===== config.mk =====
export PLATFORM = sky130hd
export DESIGN_NAME = sw_seq_feeder_flat
export DESIGN_NICKNAME = d
export VERILOG_FILES = /design/src/rtl/sw_pkg.sv /design/src/rtl/sw_seq_feeder_if.sv /design/src/rtl/sw_char_fifo.sv /design/src/rtl/sw_seq_feeder.sv /design/src/flat_wrapper.sv
export SDC_FILE = /design/constraint.sdc
export NUM_CORES = 1
export LEC_CHECK = 0
export BUFFER_PORTS_ARGS = -buffer_cell sky130_fd_sc_hd__buf_2
export CAP_MARGIN = 30
export CORE_UTILIZATION = 51
export CTS_CLUSTER_DIAMETER = 150
export DETAILED_ROUTE_END_ITERATION = 12
export PLACE_DENSITY = 0.72
export SLEW_MARGIN = 5
export SYNTH_ARGS = -nofsm -noshare
export SYNTH_HDL_FRONTEND = slang
export SYNTH_SLANG_ARGS = --single-unit

===== constraint.sdc =====
create_clock -name clk -period 2.7 [get_ports clk]
set_input_delay 0.135 -clock clk [delete_from_list [all_inputs] [get_ports clk]]
set_output_delay 0.135 -clock clk [all_outputs]
set_load 0.02 [all_outputs]

===== src/rtl/sw_pkg.sv =====
// rtl/sw_pkg.sv - shared constants and types for the Smith-Waterman array feeder
// Purpose: character encoding, feeder FSM state type and the score width
//          shared with sw_pe.
// Ports:   none (package)
package sw_pkg;

  // 2-bit nucleotide encoding used throughout the array
  localparam logic [1:0] CHAR_A = 2'd0;
  localparam logic [1:0] CHAR_C = 2'd1;
  localparam logic [1:0] CHAR_G = 2'd2;
  localparam logic [1:0] CHAR_T = 2'd3;

  // Score width shared with sw_pe
  localparam int SCORE_W = 16;

  // FIFO entry layout: {last, char}
  localparam int ENTRY_W = 3;

  typedef enum logic [1:0] {
    IDLE   = 2'd0,
    STREAM = 2'd1,
    DRAIN  = 2'd2,
    CLEAR  = 2'd3
  } feed_state_t;

  function automatic logic [ENTRY_W-1:0] pack_entry(input logic last, input logic [1:0] ch);
    return {last, ch};
  endfunction

endpackage


===== src/rtl/sw_seq_feeder_if.sv =====
// rtl/sw_seq_feeder_if.sv - host load port of the sequence feeder
// Purpose: groups the host character write handshake.
// Signals: in_char (2b character), in_last (final char of sequence),
//          in_valid (host write request), in_ready (feeder can accept).
//          Transfer occurs when in_valid && in_ready.
interface sw_seq_feeder_if;
  logic [1:0] in_char;
  logic       in_last;
  logic       in_valid;
  logic       in_ready;

  modport master (
    output in_char,
    output in_last,
    output in_valid,
    input  in_ready
  );

  modport slave (
    input  in_char,
    input  in_last,
    input  in_valid,
    output in_ready
  );
endinterface


===== src/rtl/sw_char_fifo.sv =====
// rtl/sw_char_fifo.sv - DEPTH x WIDTH synchronous FIFO with full/empty flags
// Purpose: buffers {last, char} entries between the host and the feeder FSM.
// Ports:   clk, rst_n (async active-low), push/push_data (write, ignored when
//          full), pop/pop_data (read, ignored when empty; pop_data shows the
//          head entry combinationally), full, empty.
module sw_char_fifo #(
  parameter int DEPTH = 16,
  parameter int WIDTH = 3
) (
  input  logic             clk,
  input  logic             rst_n,
  input  logic             push,
  input  logic [WIDTH-1:0] push_data,
  input  logic             pop,
  output logic [WIDTH-1:0] pop_data,
  output logic             full,
  output logic             empty
);

  localparam int AW = (DEPTH > 1) ? $clog2(DEPTH) : 1;

  logic [WIDTH-1:0] mem [DEPTH];
  logic [AW-1:0]    wr_ptr;
  logic [AW-1:0]    rd_ptr;
  logic [AW:0]      count;
  logic             do_push;
  logic             do_pop;

  assign full     = (count == (AW+1)'(DEPTH));
  assign empty    = (count == '0);
  assign do_push  = push && !full;
  assign do_pop   = pop && !empty;
  assign pop_data = mem[rd_ptr];

  // DEPTH is a power of two, so pointers wrap by natural overflow.
  always_ff @(posedge clk or negedge rst_n) begin
    if (!rst_n) begin
      wr_ptr <= '0;
      rd_ptr <= '0;
      count  <= '0;
    end else begin
      if (do_push) wr_ptr <= wr_ptr + 1'b1;
      if (do_pop)  rd_ptr <= rd_ptr + 1'b1;
      case ({do_push, do_pop})
        2'b10:   count <= count + 1'b1;
        2'b01:   count <= count - 1'b1;
        default: count <= count;
      endcase
    end
  end

  // Storage needs no reset: the pointers define what is valid.
  always_ff @(posedge clk) begin
    if (do_push) mem[wr_ptr] <= push_data;
  end

endmodule


===== src/rtl/sw_seq_feeder.sv =====
// rtl/sw_seq_feeder.sv - transmit end of the systolic Smith-Waterman stream
// Purpose: buffers host characters, feeds PE[0] one character per cycle,
//          waits for the final character to traverse the array, then pulses
//          an array clear and a sequence-done flag.
// Ports:   clk, rst_n (async active-low)
//          host        : load port (in_char/in_last/in_valid/in_ready)
//          en_i        : stream enable, 0 inserts bubbles
//          Y_o/valid_o/last_o : character stream to PE[0]
//          pe_clr_o    : one-cycle synchronous clear to every PE
//          seq_done_o  : one-cycle pulse, final score valid at array output
//          char_cnt_o  : characters sent in the current sequence (saturating)
//          busy_o      : FSM not idle
module sw_seq_feeder
  import sw_pkg::*;
#(
  parameter int NUM_PE = 16,
  parameter int DEPTH  = 16,
  parameter int LEN_W  = 16
) (
  input  logic             clk,
  input  logic             rst_n,
  sw_seq_feeder_if.slave   host,
  input  logic             en_i,
  output logic [1:0]       Y_o,
  output logic             valid_o,
  output logic             last_o,
  output logic             pe_clr_o,
  output logic             seq_done_o,
  output logic [LEN_W-1:0] char_cnt_o,
  output logic             busy_o
);

  localparam int DW = $clog2(NUM_PE + 1);

  feed_state_t        state;
  logic [DW-1:0]      drain_cnt;
  logic               ready_en;
  logic               fifo_full;
  logic               fifo_empty;
  logic               pop;
  logic [ENTRY_W-1:0] head;

  // ready_en keeps in_ready low while reset is asserted even though the
  // FIFO count reads empty then.
  assign host.in_ready = ready_en && !fifo_full;
  assign pop           = (state == STREAM) && !fifo_empty && en_i;
  assign busy_o        = (state != IDLE);

  sw_char_fifo #(
    .DEPTH (DEPTH),
    .WIDTH (ENTRY_W)
  ) u_fifo (
    .clk       (clk),
    .rst_n     (rst_n),
    .push      (host.in_valid && host.in_ready),
    .push_data (pack_entry(host.in_last, host.in_char)),
    .pop       (pop),
    .pop_data  (head),
    .full      (fifo_full),
    .empty     (fifo_empty)
  );

  always_ff @(posedge clk or negedge rst_n) begin
    if (!rst_n) begin
      ready_en <= 1'b0;
    end else begin
      ready_en <= 1'b1;
    end
  end

  always_ff @(posedge clk or negedge rst_n) begin
    if (!rst_n) begin
      state      <= IDLE;
      drain_cnt  <= '0;
      Y_o        <= '0;
      valid_o    <= 1'b0;
      last_o     <= 1'b0;
      pe_clr_o   <= 1'b0;
      seq_done_o <= 1'b0;
      char_cnt_o <= '0;
    end else begin
      valid_o    <= 1'b0;
      last_o     <= 1'b0;
      pe_clr_o   <= 1'b0;
      seq_done_o <= 1'b0;

      case (state)
        IDLE: begin
          if (!fifo_empty) state <= STREAM;
        end

        STREAM: begin
          // Y_o holds across bubbles; the PEs ignore it while valid is low.
          if (pop) begin
            Y_o     <= head[1:0];
            valid_o <= 1'b1;
            last_o  <= head[2];
            if (char_cnt_o != {LEN_W{1'b1}}) char_cnt_o <= char_cnt_o + 1'b1;
            if (head[2]) begin
              state     <= DRAIN;
              drain_cnt <= DW'(NUM_PE);
            end
          end
        end

        DRAIN: begin
          // The first DRAIN cycle is the one presenting the final character
          // to PE[0]; the NUM_PE cycles after it carry it through the array.
          if (drain_cnt == '0) state <= CLEAR;
          else                 drain_cnt <= drain_cnt - 1'b1;
        end

        CLEAR: begin
          pe_clr_o   <= 1'b1;
          seq_done_o <= 1'b1;
          char_cnt_o <= '0;
          state      <= IDLE;
        end

        default: state <= IDLE;
      endcase
    end
  end

endmodule


===== src/flat_wrapper.sv =====
// flat-port wrapper written by rule: the top's interface ports become plain ports
module sw_seq_feeder_flat import sw_pkg::*;
#(
  parameter int NUM_PE = 16,
  parameter int DEPTH  = 16,
  parameter int LEN_W  = 16
)
  (clk, rst_n, en_i, Y_o, valid_o, last_o, pe_clr_o, seq_done_o, char_cnt_o, busy_o, host_in_char, host_in_last, host_in_valid, host_in_ready);
  sw_seq_feeder_if host_i ();
  input  logic clk;
  input  logic rst_n;
  input  logic en_i;
  output logic [1:0] Y_o;
  output logic valid_o;
  output logic last_o;
  output logic pe_clr_o;
  output logic seq_done_o;
  output logic [LEN_W-1:0] char_cnt_o;
  output logic busy_o;
  input wire logic [$bits(host_i.in_char)-1:0] host_in_char;
  input wire logic [$bits(host_i.in_last)-1:0] host_in_last;
  input wire logic [$bits(host_i.in_valid)-1:0] host_in_valid;
  output wire logic [$bits(host_i.in_ready)-1:0] host_in_ready;
  assign host_i.in_char = host_in_char;
  assign host_i.in_last = host_in_last;
  assign host_i.in_valid = host_in_valid;
  assign host_in_ready = host_i.in_ready;
  sw_seq_feeder #(.NUM_PE(NUM_PE), .DEPTH(DEPTH), .LEN_W(LEN_W)) u_core (.clk(clk), .rst_n(rst_n), .host(host_i), .en_i(en_i), .Y_o(Y_o), .valid_o(valid_o), .last_o(last_o), .pe_clr_o(pe_clr_o), .seq_done_o(seq_done_o), .char_cnt_o(char_cnt_o), .busy_o(busy_o));
endmodule

==> results by group, run 1 <==
Run status
  • Outcome: finished, final reports clean

Synth
  • Ys async rst share: 0.4667
  • Syn nets: 377
  • Cell Area, Synth: between 4000 and 5000 µm²
  • Mapped Avg Cell Area: 12.28 µm²
  • Mapped Cells: 354
  • Seq/Total Area, Yosys: 0.5732
  • Post-synth EDFFs: between 40 and 50
  • Post-synth cell types: 58
  • Yosys warns: 0
  • Primary FF master, synth: edfxtp_1
  • Yosys reg bits: 90
  • Yosys top cell area share: 0.3315
  • Synth top area cells: edfxtp_1 (33%), dfrtp_1 (24%), mux4_2 (5.2%)
  • Top-count cell post-synth: edfxtp_1
  • Most frequent cells after synthesis: edfxtp_1 (48), dfrtp_1 (42), nand2_1 (33), nor2_1 (26), inv_1 (21)
  • Synth area leader: edfxtp_1

Place
  • PortBufs: 30
  • Placed Instance Area: 4687 µm²
  • GP Congestion: 0.7800
  • # placed instances: 487
  • Detailed placement HPWL: 5835 µm

Setup path
  • Critical Path RT: 2.94 ns
  • WP data arrival: approximately 2.8 ns
  • Slowest cell on crit path: or4_4
  • CP peak stage delay: slightly below 0.6 ns
  • CP most frequent cell: nor2_1
  • Startpoint Class: flip-flop
  • Crit path kind: reg -> reg
  • Worst Path Max Fanout: 9
  • Capturing element type of the critical path: flip-flop
  • Worst-path cell chain: or4_4 > o21a_4 > and2_4 > inv_4 > ha_4 > xor2_2 > ha_2 > nor2_1 > a222oi_1 > nor2_1 > xnor2_1

Die
  • Die X: 94.33 µm
  • Core ar.: 8217 µm²
  • Initial Util: 0.5292
  • Die area: 8898 µm²
  • DIE HEIGHT: 94.33 µm
  • FP Rows: 33
  • Io pins: 31

Timing
  • Final Hold Viols: 0
  • Setup Viol. Count Final: 0
  • Max Transition Viols Final: 0
  • Worst Tran Pin Value: 0.5953 ns
  • Setup Skew: 0.01596 ns
  • RSZ-0062 raised after global routing: no
  • Top achievable clock speed: about 390 MHz
  • Clock period minus worst slack: 2.566 ns
  • Slew headroom: 0.5995
  • Final period util: 0.9502

CTS
  • CTS Buf Count: 9
  • H-tree levels: 3
  • CTS sink count: 90
  • CTS Root Cell: clkbuf_8
  • Clock buffer depth: 2
  • CTS tree: built
  • Worst skew pair latency: 0.35 ns
  • Worst-path clk slew: roughly 0.10 ns

Route
  • DR vias: 2921
  • Wire per inst: 16.11 µm
  • DRC Markers: 0
  • Via-to-Cell Ratio: ~5.8
  • DRT antenna net count: 0
  • 1st-iter DRT viols: 139
  • Drt pass-1 iters: 4
  • Final WL: 8169 µm

GRT
  • Vias in the first global route: 2810
  • Pin count of the biggest net entering global routing: 43
  • Initial antenna violation count: 0
  • First-pass GRT wire length: 13470 µm
  • GRT Residual Overflow: 0
  • Tot GR Track Use: 0.2006

Final layout
  • Area Growth Syn to Fin: 14.27%
  • Register Area: 2492 µm²
  • Multi-input combinational cell area: 1734 µm²
  • Fin cells: 507
  • Final instance area: approximately 5000 µm²
  • # fillers: 647
  • Ant. Diodes: 0
  • Nets@finish: 420
  • Layout cell share with drive strength beyond 1: 0.2090

Power and ir drop
  • Pleak: 1.972 nW
  • Total power: around 0.0051 W
  • Max IR drop VDD: 510.4 µV
  • PwrDens: around 1000 nW/µm²

Job
  • Max Cap Viol: 0

Hold path
  • Worst min-delay path class: in -> async
==> worst max-delay path: cells and delay by family, from the launching register on <==
kind	cells	cell delay (ns)
buf+inv	1	0.07
flops	1	0.39
xor+xnor	2	0.26
fa+ha+maj	2	0.35
compound gates	2	0.52
simple gates	4	0.90
==> final timing paths <==
path                       slack [ns]  cells past startpoint                                from                             endpoint
hold reg to reg                  0.49                      2           u_core.Y_o[1]$_DFFE_PN0P_            u_core.Y_o[1]$_DFFE_PN0P_
setup / recovery                 0.13                     11  u_core.u_fifo.count[2]$_DFFE_PN0P_   u_core.u_fifo.count[4]$_DFFE_PN0P_
hold / removal                   0.17                      2                               rst_n     u_core.char_cnt_o[0]$_DFFE_PN0P_
max in group asynchronous        2.08                      3                               rst_n  u_core.u_fifo.wr_ptr[1]$_DFFE_PN0P_
min in group clk                 0.17                      1                        host_in_last    u_core.u_fifo.mem[8][2]$_DFFE_PP_
setup reg to reg                 0.13                     11  u_core.u_fifo.count[2]$_DFFE_PN0P_   u_core.u_fifo.count[4]$_DFFE_PN0P_
==> layout make-up <==
cell class,count,area share
sequential,90,0.5016
multi-input combinational,228,0.3490
tap,105,0.02644
timing repair buffer,45,0.06094
clock buffer,10,0.02569
inverter,23,0.01838
clock inverter,6,0.01788
==> timing repair <==
action                                 4_1_cts  5_1_grt
pin swaps                                    0        6
gates resized for setup                      1        0
hold buffers                                 1        0
endpoints found under the hold margin       42        0
setup endpoints to repair                    1        2
buffers inserted                             0        2
==> per-layer routing <==
layer | GRT usage | up-vias | share of wire
li1 | - | 1399 | -
met1 | 0.2592 | 1449 | 0.45
met3 | 0.03623 | 6 | 0.031
met5 | 0 | - | 0
met2 | 0.3394 | 67 | 0.51
met4 | 0.07051 | 0 | 0.0086
==> sequential cells by signal, summed over array words and instances, names as in the netlist <==
register / flops
u_core.Y_o: 2
u_core.u_fifo.count: 5
u_core.pe_clr_o: 1
u_core.u_fifo.mem: 48
u_core.u_fifo.wr_ptr: 4
u_core.char_cnt_o: 16
u_core.last_o: 1
u_core.state: 2
u_core.ready_en: 1
u_core.valid_o: 1
u_core.u_fifo.rd_ptr: 4
u_core.drain_cnt: 5
==> power by group <==
group	internal, W	switching (W)
Sequential	0.00171	0.000275
Combinational	0.000963	0.00116
Clock	0.000526	0.000471
==> cell families after synthesis <==
group,count (synthesis),synth area share
other cells,1,0.0008625
simple gates,119,0.1373
mux,22,0.08000
fa+ha+maj,16,0.04604
buf+inv,36,0.03540
compound gates,56,0.09900
xor+xnor,14,0.02820
flops,90,0.5732
==> cell usage in the layout (no fill, tap or decap), types with 4 or more instances in the layout <==
| cell type | synthesis | layout |
|---|---|---|
| o31ai_1 | 5 | 5 |
| nand3_1 | 10 | 10 |
| nor4_1 | 8 | 8 |
| nor3_1 | 6 | 6 |
| xnor2_1 | 9 | 9 |
| ha_1 | 16 | 14 |
| a311o_1 | 5 | 5 |
| and2_1 | 8 | 7 |
| xor2_1 | 5 | 4 |
| nand4_1 | 6 | 6 |
| nand2b_1 | 4 | 4 |
| buf_4 | 1 | 11 |
| mux2i_1 | 10 | 10 |
| buf_2 | 4 | 30 |
| nor2_1 | 26 | 26 |
| nand2_1 | 33 | 33 |
| a21oi_1 | 12 | 12 |
| clkbuf_8 | 0 | 9 |
| inv_1 | 21 | 20 |
| o21ai_0 | 8 | 8 |
| mux4_2 | 10 | 10 |
| edfxtp_1 | 48 | 48 |
| dfrtp_1 | 42 | 42 |
==> per-stage QoR <==
| stage | hold WS, ns | util | setup TNS [ns] | setup slack, ns |
|---|---|---|---|---|
| floorplan | -0.1606 | - | -0.01514 | -0.01514 |
| global placement | 0.3299 | 0.5704 | 0 | 0.1150 |
| global route | 0.1584 | 0.6047 | 0 | 0.01397 |
| detailed placement | 0.3359 | 0.5704 | -0.01097 | -0.01097 |
| finish | 0.1654 | 0.6047 | 0 | 0.1345 |
| CTS | 0.1581 | 0.5989 | 0 | 0.02971 |
(Power assumes the default switching activity.)
==> run 2, diff against run 1 <==
--- a/config.mk
+++ b/config.mk
@@ -10,7 +10,7 @@
 export CORE_UTILIZATION = 51
 export CTS_CLUSTER_DIAMETER = 150
 export DETAILED_ROUTE_END_ITERATION = 12
-export PLACE_DENSITY = 0.72
+export PLACE_DENSITY = 0.69
 export SLEW_MARGIN = 5
 export SYNTH_ARGS = -nofsm -noshare
 export SYNTH_HDL_FRONTEND = slang
==> constraint.sdc (replaced) <==
create_clock -name clk -period 2.45 [get_ports clk]
set_input_delay 0.1225 -clock clk [delete_from_list [all_inputs] [get_ports clk]]
set_output_delay 0.1225 -clock clk [all_outputs]
set_load 0.02 [all_outputs]
==> results by group, run 2 (synthesized netlist as in run 1, its figures left out) <==
CTS
  • CTS Root Cell: clkbuf_8
  • CTS sink count: 90 (unchanged)
  • CTS tree: built
  • CTS Buf Count: 9 (unchanged)
  • H-tree levels: 3 (unchanged)
  • Worst skew pair latency: 0.36 ns (about the same)
  • Clock buffer depth: 2 (unchanged)
  • Worst-path clk slew: 0.10 ns (about the same)

Final layout
  • Area Growth Syn to Fin: 16.89%
  • Layout cell share with drive strength beyond 1: 0.2524 (+0.04345)
  • Nets@finish: 434 (+3.3%)
  • Max reg flops: 48 (unchanged)
  • Ant. Diodes: 0 (unchanged)
  • Commonest non-fill, non-tap cells in the layout: edfxtp_1 (48), dfrtp_1 (42), nand2_1 (33)
  • Reg with most FFs: u_core.u_fifo.mem
  • Largest registers: u_core.u_fifo.mem (48), u_core.char_cnt_o (16)
  • Commonest non-fill, non-tap cell in the layout: edfxtp_1

Setup path
  • FF-to-FF End: u_core.u_fifo.count[4]$_DFFE_PN0P_
  • R2R Path Start: u_core.u_fifo.count[3]$_DFFE_PN0P_
  • R2r worst-path depth: 11 (unchanged)
  • R2R setup slack: -0.11 ns (-0.25 ns)
  • Startpoint Class: flip-flop
  • WP data arrival: 2.81 ns (about the same)
  • Worst Path Max Fanout: 3 (-6)
  • Capturing element type of the critical path: flip-flop
  • Crit path from: u_core.u_fifo.count[3]$_DFFE_PN0P_
  • Crit path kind: reg -> reg
  • Critical Path RT: 2.69 ns (-0.25 ns)

Route
  • Via-to-Cell Ratio: 5.676 (-1.5%)
  • Final WL: 8463 µm (+3.6%)
  • DR vias: 2957 (+1.2%)
  • 1st-iter DRT viols: 123 (-12%)
  • Wire per inst: 16.24 µm (+0.82%)
  • DRC Markers: 0 (unchanged)
  • Drt pass-1 iters: 4 (unchanged)
  • DRT antenna net count: 0 (unchanged)

Die
  • Io pins: 31 (unchanged)
  • FP Rows: 33 (unchanged)
  • Die X: 94.33 µm (unchanged)
  • Initial Util: 0.5292 (unchanged)
  • Core ar.: 8217 µm² (unchanged)
  • Die area: 8898 µm² (unchanged)
  • DIE HEIGHT: 94.33 µm (unchanged)

Timing
  • Setup Skew: 0.008994 ns (-0.006964 ns)
  • Setup Viol. Count Final: 2 (+2)
  • Post-Route Setup TNS: -0.1650 ns (-0.1650 ns)
  • Final Hold Viols: 0 (unchanged)
  • Top achievable clock speed: 390.0 MHz (about the same)
  • RSZ-0062 raised after global routing: yes
  • Worst Tran Pin Value: 0.6570 ns (+0.06168 ns)
  • Final period util: 1.047 (+0.09635)
  • Clock period minus worst slack: 2.564 ns (-0.001481 ns)
  • Max Transition Viols Final: 0 (unchanged)
  • Slew headroom: 0.5580 (-0.04150)
  • Post-route worst setup slack: -0.1141 ns (-0.2485 ns)

Power and ir drop
  • Clock share of power: 0.170 (-0.025)
  • Sw Share: 0.3900 (+0.01626)
  • Total power: 0.005713 W (+12%)
  • Max IR drop VDD: 464.6 µV (-9.0%)
  • Internal power: 0.003485 W (+8.9%)
  • Pleak: 2.036 nW (+3.2%)
  • Gate power share: 0.447 (+0.031)
  • PwrDens: 1124 nW/µm² (+9.3%)
  • Seq pwr share: 0.383 (-0.006)
  • Net Switching: 0.002228 W (+17%)

GRT
  • Initial antenna violation count: 0 (unchanged)
  • First-pass GRT wire length: 13760 µm (+2.2%)
  • Vias in the first global route: 2805 (-0.18%)
  • GRT Residual Overflow: 0 (unchanged)
  • Pin count of the biggest net entering global routing: 43 (unchanged)
  • Tot GR Track Use: 0.2068 (+0.006235)

Run status
  • Failing checks: setup timing
  • Outcome: finished, violations left

Hold path
  • Worst min-delay path class: in -> reg
  • Hold depth: 1
  • Hold path endpoint: u_core.u_fifo.mem[14][0]$_DFFE_PP_
  • Hold path start: host_in_char[0]

Place
  • Detailed placement HPWL: 5802 µm (-0.56%)
  • GP Congestion: 0.8009 (+2.7%)
  • PortBufs: 30 (unchanged)

Job
  • Max Cap Viol: 0 (unchanged)
==> run 2: timing repair <==
item / 4_1_cts / 5_1_grt
hold buffers: 1 / 0
pin swaps: 3 / 8
setup buffers: 0 / 7
resized for setup: 1 / 11
setup endpoints to repair: 8 / 15
endpoints found under the hold margin: 42 / 0
==> run 2: area by class of cell <==
type                            count  area [µm²]
Clock buffer                        9       123.9
Clock inverter                      7       58.81
Fill cell                         659        3134
Inverter                           23       93.84
Multi-Input combinational cell    228        1767
Sequential cell                    90        2492
Tap cell                          105       131.4
Timing Repair Buffer               59       415.4
==> run 2: worst max path at each step <==
stage	to	slack, ns	depth (start not counted)
after floorplan	u_core.u_fifo.count[4]$_DFFE_PN0P_	-0.27	12
after CTS	u_core.u_fifo.count[4]$_DFFE_PN0P_	-0.08	12
after global routing	u_core.u_fifo.count[4]$_DFFE_PN0P_	-0.15	12
final	u_core.u_fifo.count[4]$_DFFE_PN0P_	-0.11	11
after detailed placement	u_core.u_fifo.count[4]$_DFFE_PN0P_	-0.07	12
after global placement	u_core.u_fifo.count[4]$_DFFE_PN0P_	-0.02	11
==> run 2: metal layers <==
metal / part of all wire / vias up / wire [µm] / track usage
met5: 0 / - / 0 / 0
met4: 0.011 / 0 / 92 / 0.05385
met3: 0.042 / 10 / 355 / 0.05153
met2: 0.49 / 78 / 4140 / 0.3364
met1: 0.46 / 1443 / 3875 / 0.2779
li1: - / 1426 / - / -
==> run 2: power groups by stage <==
stage / clock [W] / sequential, W / combinational (W)
2_1_floorplan: 0 / 0.00222 / 0.00166
5_1_grt: 0.00106 / 0.00223 / 0.00284
3_5_place_dp: 0 / 0.00222 / 0.00239
3_3_place_gp: 0 / 0.00220 / 0.00232
6_report: 0.000969 / 0.00219 / 0.00255
4_1_cts: 0.000991 / 0.00219 / 0.00240
==> run 2: critical path, stage by stage, from the launching register on <==
cell	delay, ns
dfrtp_1	0.38
or4_4	0.55
o21a_4	0.21
and2_4	0.14
inv_4	0.06
ha_4	0.13
xor2_1	0.15
ha_2	0.21
nor2_1	0.04
a222oi_1	0.35
nor2_1	0.09
xnor2_1	0.13
==> run 2: through the flow <==
stage          worst slack, ns  std cells  hold slack [ns]  area [µm²]    util
4_1_cts               -0.07925        513           0.1391        4947  0.6021
2_1_floorplan          -0.2651        354          -0.1731        4385       -
3_5_place_dp          -0.07026        496           0.3396        4755  0.5787
6_report               -0.1141        521           0.1486        5082  0.6185
3_3_place_gp          -0.02398        496           0.3277        4755  0.5787
5_1_grt                -0.1526        521           0.1409        5082  0.6185
